==> config.mk <==
export PLATFORM = sky130hd
export DESIGN_NAME = wb_arbiter2
export DESIGN_NICKNAME = d
export VERILOG_FILES = /design/src/rtl/wb_arb_pkg.sv /design/src/rtl/wb_arbiter2.sv
export SDC_FILE = /design/constraint.sdc
export NUM_CORES = 1
export LEC_CHECK = 0
export ABC_AREA = 1
export CORE_MARGIN = 10
export CORE_UTILIZATION = 26
export CTS_BUF_LIST = sky130_fd_sc_hd__clkbuf_8
export DETAILED_ROUTE_END_ITERATION = 7
export GPL_TIMING_DRIVEN = 0
export PLACE_DENSITY = 0.84
export SLEW_MARGIN = 10
export SYNTH_ARGS = -nofsm -noshare
export SYNTH_HDL_FRONTEND = slang
export SYNTH_SLANG_ARGS = --single-unit
export TNS_END_PERCENT = 30
==> constraint.sdc <==
create_clock -name wb_clk_i -period 1.34 [get_ports wb_clk_i]
set_input_delay 0.201 -clock wb_clk_i [delete_from_list [all_inputs] [get_ports wb_clk_i]]
set_output_delay 0.201 -clock wb_clk_i [all_outputs]
set_load 0.02 [all_outputs]
==> src/rtl/wb_arb_pkg.sv <==
// Shared types and the round-robin pick for the Wishbone RAM-port arbiter.
package wb_arb_pkg;

  localparam int ARB_NMASTERS = 2;

  typedef enum logic {
    ARB_IDLE   = 1'b0,
    ARB_ACTIVE = 1'b1
  } arb_state_e;

  // A lone requester always wins; on contention the master not served last wins.
  function automatic logic rr_pick(input logic [ARB_NMASTERS-1:0] req,
                                   input logic                    last);
    case (req)
      2'b01:   rr_pick = 1'b0;
      2'b10:   rr_pick = 1'b1;
      default: rr_pick = ~last;
    endcase
  endfunction

endpackage

==> src/rtl/wb_arbiter2.sv <==
// Two-master round-robin Wishbone arbiter with an ack watchdog.
// One transfer per grant; an IDLE cycle always separates transfers.
module wb_arbiter2
  import wb_arb_pkg::*;
#(
  parameter int ADDR_WIDTH     = 16,
  parameter int TIMEOUT_CYCLES = 16
) (
  input  logic                            wb_clk_i,
  input  logic                            wb_rst_ni,
  input  logic [2*(ADDR_WIDTH-2)-1:0]     m_wb_adr_i,
  input  logic [63:0]                     m_wb_dat_i,
  output logic [63:0]                     m_wb_dat_o,
  input  logic [1:0]                      m_wb_we_i,
  input  logic [7:0]                      m_wb_sel_i,
  input  logic [1:0]                      m_wb_stb_i,
  output logic [1:0]                      m_wb_ack_o,
  output logic [1:0]                      m_wb_err_o,
  output logic [ADDR_WIDTH-3:0]           s_wb_adr_o,
  output logic [31:0]                     s_wb_dat_o,
  input  logic [31:0]                     s_wb_dat_i,
  output logic                            s_wb_we_o,
  output logic [3:0]                      s_wb_sel_o,
  output logic                            s_wb_stb_o,
  input  logic                            s_wb_ack_i
);

  localparam int         AW    = ADDR_WIDTH - 2;
  localparam logic [7:0] TLAST = 8'(TIMEOUT_CYCLES - 1);

  arb_state_e state_q;
  logic       owner_q;
  logic       last_q;
  logic [7:0] tcnt_q;

  logic active;
  logic own_stb;
  logic tmo;

  // Outputs are forced low while reset is held, even before the edge lands.
  always_comb begin
    active     = wb_rst_ni && (state_q == ARB_ACTIVE);
    own_stb    = owner_q ? m_wb_stb_i[1] : m_wb_stb_i[0];
    tmo        = active && own_stb && !s_wb_ack_i && (tcnt_q == TLAST);
    s_wb_stb_o = active && own_stb;
    s_wb_we_o  = active && (owner_q ? m_wb_we_i[1] : m_wb_we_i[0]);
    s_wb_adr_o = '0;
    s_wb_dat_o = '0;
    s_wb_sel_o = '0;
    if (active) begin
      s_wb_adr_o = owner_q ? m_wb_adr_i[2*AW-1:AW] : m_wb_adr_i[AW-1:0];
      s_wb_dat_o = owner_q ? m_wb_dat_i[63:32]     : m_wb_dat_i[31:0];
      s_wb_sel_o = owner_q ? m_wb_sel_i[7:4]       : m_wb_sel_i[3:0];
    end
    m_wb_ack_o = '0;
    m_wb_err_o = '0;
    if (active && s_wb_ack_i) m_wb_ack_o[owner_q] = 1'b1;
    if (tmo)                  m_wb_err_o[owner_q] = 1'b1;
  end

  assign m_wb_dat_o = {ARB_NMASTERS{s_wb_dat_i}};

  always_ff @(posedge wb_clk_i) begin
    if (!wb_rst_ni) begin
      state_q <= ARB_IDLE;
      owner_q <= 1'b0;
      last_q  <= 1'b1;
      tcnt_q  <= '0;
    end else begin
      case (state_q)
        ARB_IDLE: begin
          if (|m_wb_stb_i) begin
            state_q <= ARB_ACTIVE;
            owner_q <= rr_pick(m_wb_stb_i, last_q);
            tcnt_q  <= '0;
          end
        end
        ARB_ACTIVE: begin
          // Ack, master abort and watchdog expiry all end the transfer.
          if (s_wb_ack_i || !own_stb || (tcnt_q == TLAST)) begin
            state_q <= ARB_IDLE;
            last_q  <= owner_q;
          end else begin
            tcnt_q <= tcnt_q + 8'd1;
          end
        end
        default: state_q <= ARB_IDLE;
      endcase
    end
  end

endmodule

==> results of run 1 <==
cell usage in the layout (no fill, tap or decap), drive strengths merged, types with 2 or more instances in the layout:
cell           count
a21oi             59
buf              148
dfxtp             11
dlygate4sd2        2
nor3               4
clkdlybuf4s50    167
nor2              13
clkbuf             8
ha                 3
nand3             21
xnor2              2
o21ai              3
nand3b             2
inv               13
nand2            125
flip-flops by register name, summed over array words and instances (netlist names):
name     count
last_q       1
owner_q      1
state_q      1
tcnt_q       8
logic make-up (layout without fill, tap and decap cells):
| family | count (synthesis) | in the layout | share of synthesized area [%] |
|---|---|---|---|
| AND/OR/NAND/NOR | 165 | 166 | 37.5 |
| flip-flops | 11 | 11 | 11.3 |
| XOR/XNOR | 2 | 2 | 0.900 |
| AO/OA/AOI/OAI | 63 | 63 | 16.6 |
| buffers and inverters | 95 | 340 | 31.7 |
| adder cells (fa/ha/maj) | 3 | 3 | 1.93 |
power groups by stage:
stage,combinational [W],clock (W),sequential [W]
floorplan,0.000726,0,0.000356
global placement,0.00146,0,0.000358
detailed placement,0.00149,0,0.000359
CTS,0.00160,0.000343,0.000352
global route,0.00176,0.000365,0.000357
finish,0.00166,0.000339,0.000354
routing by layer:
metal | track usage, % | wire length, um | up-vias
met1 | 20.0 | 4490 | 1450
met2 | 40.4 | 7130 | 149
met5 | 0 | 0 | -
met3 | 7.07 | 1260 | 15
li1 | - | - | 1521
met4 | 4.64 | 232 | 0
worst max-delay path: cells and delay by family (launching register included):
family                 cells  cell delay, ns
DFF                        1            0.36
and+or+nand+nor            5            0.45
buffers and inverters      2            0.30
path summary, 6_finish.rpt:
kind / endpoint / cells past startpoint / from / slack [ns]
worst max-delay path: m_wb_err_o[1] / 7 / owner_q / -0.23
worst min-delay path: last_q / 2 / last_q / 0.50
worst max register to register: tcnt_q[3] / 9 / owner_q / -0.19
worst min register to register: last_q / 2 / last_q / 0.50
stage by stage:
step	instances	TNS, ns	utilization (%)	setup slack (ns)	power (W)
after global placement	664	-55.13	60.7	-1.07	0.00182
after CTS	682	-8.38	64.0	-0.200	0.00230
after floorplan	339	-2.13	-	-0.0500	0.00108
final	684	-9.82	65.6	-0.229	0.00235
after global routing	684	-13.92	65.6	-0.296	0.00248
after detailed placement	664	-56.27	60.7	-1.08	0.00185
cell type report:
| cell class | instances | area (um2) |
|---|---|---|
| plain buffers | 82 | 722 |
| well taps | 99 | 124 |
| inverters | 13 | 56.3 |
| flip-flops and latches | 11 | 233 |
| fillers | 594 | 2500 |
| clock buffers | 3 | 41.3 |
| clock inverters | 1 | 3.75 |
| multi-input cells | 234 | 1310 |
| repair buffers | 241 | 2270 |
repair_timing:
item | 4_1_cts | 5_1_grt
pin swaps | 12 | 4
cloned | 2 | 1
setup endpoints to repair | 65 | 67
resized for setup | 365 | 27
buffers inserted | 12 | 1
==> metrics.md, run 1 <==
| Metric | Value |
|---|---|
| Status | `finished, violations left` |
| Violations in the final reports | `setup timing` |
| Initial antenna violation count | `0` |
| Via count of the first global-routing pass | `3177` |
| Number of max-slew violations in the final report | `0` |
| Headroom to the max-slew limit | `67.5%` |
| Share of total power in combinational logic | `70.5%` |
| Critical path required time | `1.14 ns` |
| Tcrit/Tclk final | `117%` |
| Library cell contributing the largest single delay on the critical path | `sky130_fd_sc_hd__dfxtp_4` |
| Number of distinct library cells after synthesis | `29` |
| Worst hold slack after final layout | `0.502 ns` |
| Number of vias per cell | `4.58` |
| Path type of the worst min-delay path | `reg2reg` |
| Combined area of all synthesized cells | `0.00195 mm2` |
| DIE HEIGHT | `107 um` |
| Post-DP HPWL | `11000 um` |
| Clock share of power | `14.4%` |
| Power per standard cell area | `494 mW/mm2` |
| Largest cells by area after synthesis | `sky130_fd_sc_hd__buf_4 (25%), sky130_fd_sc_hd__nand2_1 (23%), sky130_fd_sc_hd__a21oi_1 (15%)` |
| FMAX | `637 MHz` |
| Avg Inst Size Synth | `5.74 um2` |
| Net Switching | `0.000911 W` |
| Number of buffers inserted during clock tree synthesis | `3` |
| Internal Power | `0.00144 W` |
| Share of total power consumed by net switching | `38.7%` |
| Biggest fanout along the worst timing path | `9` |
| Hold Vio Cnt, Final | `0` |
| Reported leakage power | `2.15 nW` |
| Yosys warning total | `0` |
| Cell seen most often among critical-path stages | `sky130_fd_sc_hd__nand2_4` |
| Congestion Overflow GR | `0` |
| Cell taking the most area after synthesis | `sky130_fd_sc_hd__buf_4` |
| Clock period minus worst slack | `1.57 ns` |
| Die area | `0.0113 mm2` |
| Net Count, Synth | `481` |
| Clock Path Buffers | `2` |
| Wirelength, routed | `13100 um` |
| Design Area, Final | `0.00476 mm2` |
| Violation count after the first detailed-route iteration | `141` |
| Top-count cell post-synth | `sky130_fd_sc_hd__nand2_1` |
| Clock Latency Late Sink | `0.25 ns` |
| Worst slew pin tran | `0.487 ns` |
| Element type at the critical path end | `output pin` |
| Most used flip-flop cell after synthesis | `sky130_fd_sc_hd__dfxtp_1` |
| Cell types with the highest counts after synthesis | `sky130_fd_sc_hd__nand2_1 (119), sky130_fd_sc_hd__buf_4 (64), sky130_fd_sc_hd__a21oi_1 (58)` |
| Number of enable-type register cells in the synthesized netlist | `0` |
| Max-cap violations | `0` |
| Data arrival time of the critical path | `1.37 ns` |
| CTS tree | `yes` |
| Worst VDD drop | `331 uV` |
| Maximum number of pins on one net before global-route repair | `11` |
| Fraction of layout cells with a size suffix above 1 | `35.9%` |
| Synthesis-to-finish area growth | `144%` |
| Total core area | `0.00725 mm2` |
| Clock H-tree levels | `1` |
| Horizontal die dimension | `107 um` |
| Clk slew on worst S/H paths | `0.05 ns` |
| Routed length per placed instance | `19.2 um` |
| Number of nets still failing antenna checks after routing | `0` |
| Total number of vias | `3135` |
| CP startpoint kind | `register` |
| Setup repair after global routing missed its margin | `yes` |
| Fraction of registers with async set or reset after synthesis | `0%` |
| # rows | `31` |
| Cells after Synth | `339` |
| Register area share after synthesis | `11.3%` |
| Number of clock sinks | `11` |
| Clock root buffer master | `sky130_fd_sc_hd__clkbuf_8` |
| Slowest Stage Delay on Critical Path | `0.36 ns` |
| Total Nets Final | `728` |
| IO Pins | `259` |
| Global-route wire length before repair | `18600 um` |
| Synthesis-stage register bit count | `11` |
| Setup violators final | `66` |
| Worst path cell trace | `buf_12 > nand2_4 > nand2_4 > nor2_4 > nand2_4 > nor3_4 > buf_6` |
| Post-route setup slack | `-0.229 ns` |
| Total global routing track utilization | `20.5%` |
| Final weighted congestion in routability-driven placement | `0.840` |
| Drt first pass iters | `4` |
| Area of placed instances | `0.00440 mm2` |
| IO buf count | `226` |
| Share of power burned in registers | `15.1%` |
| Residual DRC | `0` |
| Total inserted antenna cells | `0` |
| Yosys top cell area share | `24.7%` |
| Starting density of the core | `26.8%` |
| Final setup skew | `0.00352 ns` |
| Cts-stage hold buffer count | `0` |
| Crit Path Class | `reg2out` |
Power figures use the tool's default switching activity.
==> inputs of run 2 (changes only) <==
- CORE_ASPECT_RATIO: not set -> 0.9
==> metrics.md, run 2 (same netlist as run 1, synthesis figures left out) <==
| Metric | Value |
|---|---|
| Status | `finished, violations left` |
| Violations in the final reports | `setup timing` |
| Die area | `0.0114 mm2` |
| Maximum number of pins on one net before global-route repair | `11` |
| Headroom to the max-slew limit | `81.0%` |
| Most frequent cells in the layout | `sky130_fd_sc_hd__clkdlybuf4s50_1 (167), sky130_fd_sc_hd__nand2_1 (116), sky130_fd_sc_hd__buf_4 (113), sky130_fd_sc_hd__a21oi_1 (37), sky130_fd_sc_hd__buf_6 (25)` |
| Tcrit/Tclk final | `115%` |
| Max-cap violations | `0` |
| Crit Path Class | `reg2out` |
| Flop-to-flop setup slack | `-0.08 ns` |
| Most flop-heavy register | `tcnt_q` |
| Setup violators final | `63` |
| Number of nets still failing antenna checks after routing | `0` |
| HP Start | `wb_rst_ni` |
| Area of placed instances | `0.00439 mm2` |
| Hold Vio Cnt, Final | `0` |
| Congestion Overflow GR | `0` |
| Wirelength, routed | `12200 um` |
| Critical path required time | `1.14 ns` |
| WHS Endpoint | `last_q` |
| Drt first pass iters | `4` |
| Clock Path Buffers | `2` |
| Cts-stage hold buffer count | `0` |
| Global-route wire length before repair | `17500 um` |
| Residual DRC | `0` |
| Routed length per placed instance | `18.1 um` |
| Clock Latency Late Sink | `0.24 ns` |
| Power per standard cell area | `492 mW/mm2` |
| Most common cell after layout, fill and taps aside | `sky130_fd_sc_hd__clkdlybuf4s50_1` |
| Worst hold path stage count | `2` |
| IO buf count | `226` |
| Horizontal die dimension | `111 um` |
| Clock root buffer master | `sky130_fd_sc_hd__clkbuf_8` |
| Via count of the first global-routing pass | `3189` |
| CTS tree | `yes` |
| Data arrival time of the critical path | `1.34 ns` |
| Clk slew on worst S/H paths | `0.05 ns` |
| Final weighted congestion in routability-driven placement | `0.844` |
| Fraction of layout cells with a size suffix above 1 | `35.0%` |
| Number of buffers inserted during clock tree synthesis | `3` |
| FMAX | `649 MHz` |
| Total inserted antenna cells | `0` |
| Worst VDD drop | `299 uV` |
| Final setup skew | `0.00173 ns` |
| Cell depth of the worst flop-to-flop path | `8` |
| Number of max-slew violations in the final report | `0` |
| Reported leakage power | `2.15 nW` |
| DIE HEIGHT | `102 um` |
| Initial antenna violation count | `0` |
| Source of the worst register-to-register timing path | `tcnt_q[0]` |
| Post-DP HPWL | `9940 um` |
| # rows | `29` |
| Total number of vias | `3127` |
| Worst slew pin tran | `0.285 ns` |
| Clock H-tree levels | `1` |
| Total global routing track utilization | `18.4%` |
| Violation count after the first detailed-route iteration | `237` |
| Total Nets Final | `723` |
| Design Area, Final | `0.00475 mm2` |
| IO Pins | `259` |
| Synthesis-to-finish area growth | `144%` |
| Number of vias per cell | `4.65` |
| Number of clock sinks | `11` |
| Clock period minus worst slack | `1.54 ns` |
| Biggest fanout along the worst timing path | `3` |
| Setup repair after global routing missed its margin | `yes` |
| Total core area | `0.00718 mm2` |
| Path type of the worst min-delay path | `in2reg` |
| Element type at the critical path end | `output pin` |
| Post-route total power | `0.00234 W` |
| Post-route setup slack | `-0.202 ns` |
| Starting density of the core | `27.1%` |
| CP startpoint kind | `register` |
| End of the worst register-to-register path | `tcnt_q[5]` |
| Flip-flop count of the largest register after layout | `8` |
-- run 2: worst max-delay path by stage --
stage                     startpoint              to  slack, ns  cells after the start
final                      tcnt_q[0]   m_wb_err_o[1]      -0.20                      6
after detailed placement   wb_rst_ni   s_wb_dat_o[9]      -1.13                      5
after global placement     wb_rst_ni   s_wb_dat_o[9]      -1.14                      5
after global routing       tcnt_q[4]   m_wb_err_o[1]      -0.27                      4
after CTS                  tcnt_q[1]   m_wb_err_o[1]      -0.20                      6
after floorplan              owner_q  s_wb_dat_o[24]      -0.05                      4
-- run 2: metrics by stage --
step                setup slack [ns]  hold WS, ns  std cells  util, %  TNS [ns]
CTS                           -0.202        0.478        670     63.8     -8.55
finish                        -0.202        0.333        673     66.1     -7.39
global placement               -1.14        0.453        658     61.1    -58.64
detailed placement             -1.13        0.481        658     61.1    -59.61
floorplan                    -0.0500        0.286        339        -     -2.13
global route                  -0.265        0.360        673     66.1    -11.31
-- run 2: timing repair --
item                                    in CTS  in global routing
setup buffers                                7                  1
gates cloned                                 1                  2
endpoints found under the setup margin      67                 67
pin swaps                                   11                  3
gates resized for setup                    356                 38
-- run 2: power breakdown --
group          total (W)  internal, W  switching (W)
Clock           0.000337     0.000202       0.000135
Combinational    0.00164     0.000897       0.000748
Sequential      0.000356     0.000341      0.0000144
Total            0.00234      0.00144       0.000897
-- run 2: cell type report --
cell class                 count  area (um2)
buffer                        82         736
fill                         587        2430
clock buffer                   3        41.3
multi-input combinational    234        1290
timing repair buffer         236        2270
sequential                    11         230
tap                           93         116
clock inverter                 1        3.75
inverter                      13        56.3
-- run 2: routing by layer --
metal,share of wire (%),up-vias,global-route usage (%)
met2,54,176,35.3
met5,0,-,0
met3,9.8,14,6.27
met1,35,1426,19.3
li1,-,1511,-
met4,1.6,0,3.75
-- run 2: critical path, cell delays in order, from the launching register on --
cell and delay, ns:
sky130_fd_sc_hd__dfxtp_4 0.36, sky130_fd_sc_hd__ha_4 0.15, sky130_fd_sc_hd__nand3_4 0.09, sky130_fd_sc_hd__clkinv_4 0.07
sky130_fd_sc_hd__nand3_4 0.09, sky130_fd_sc_hd__nor3_4 0.19, sky130_fd_sc_hd__buf_6 0.14
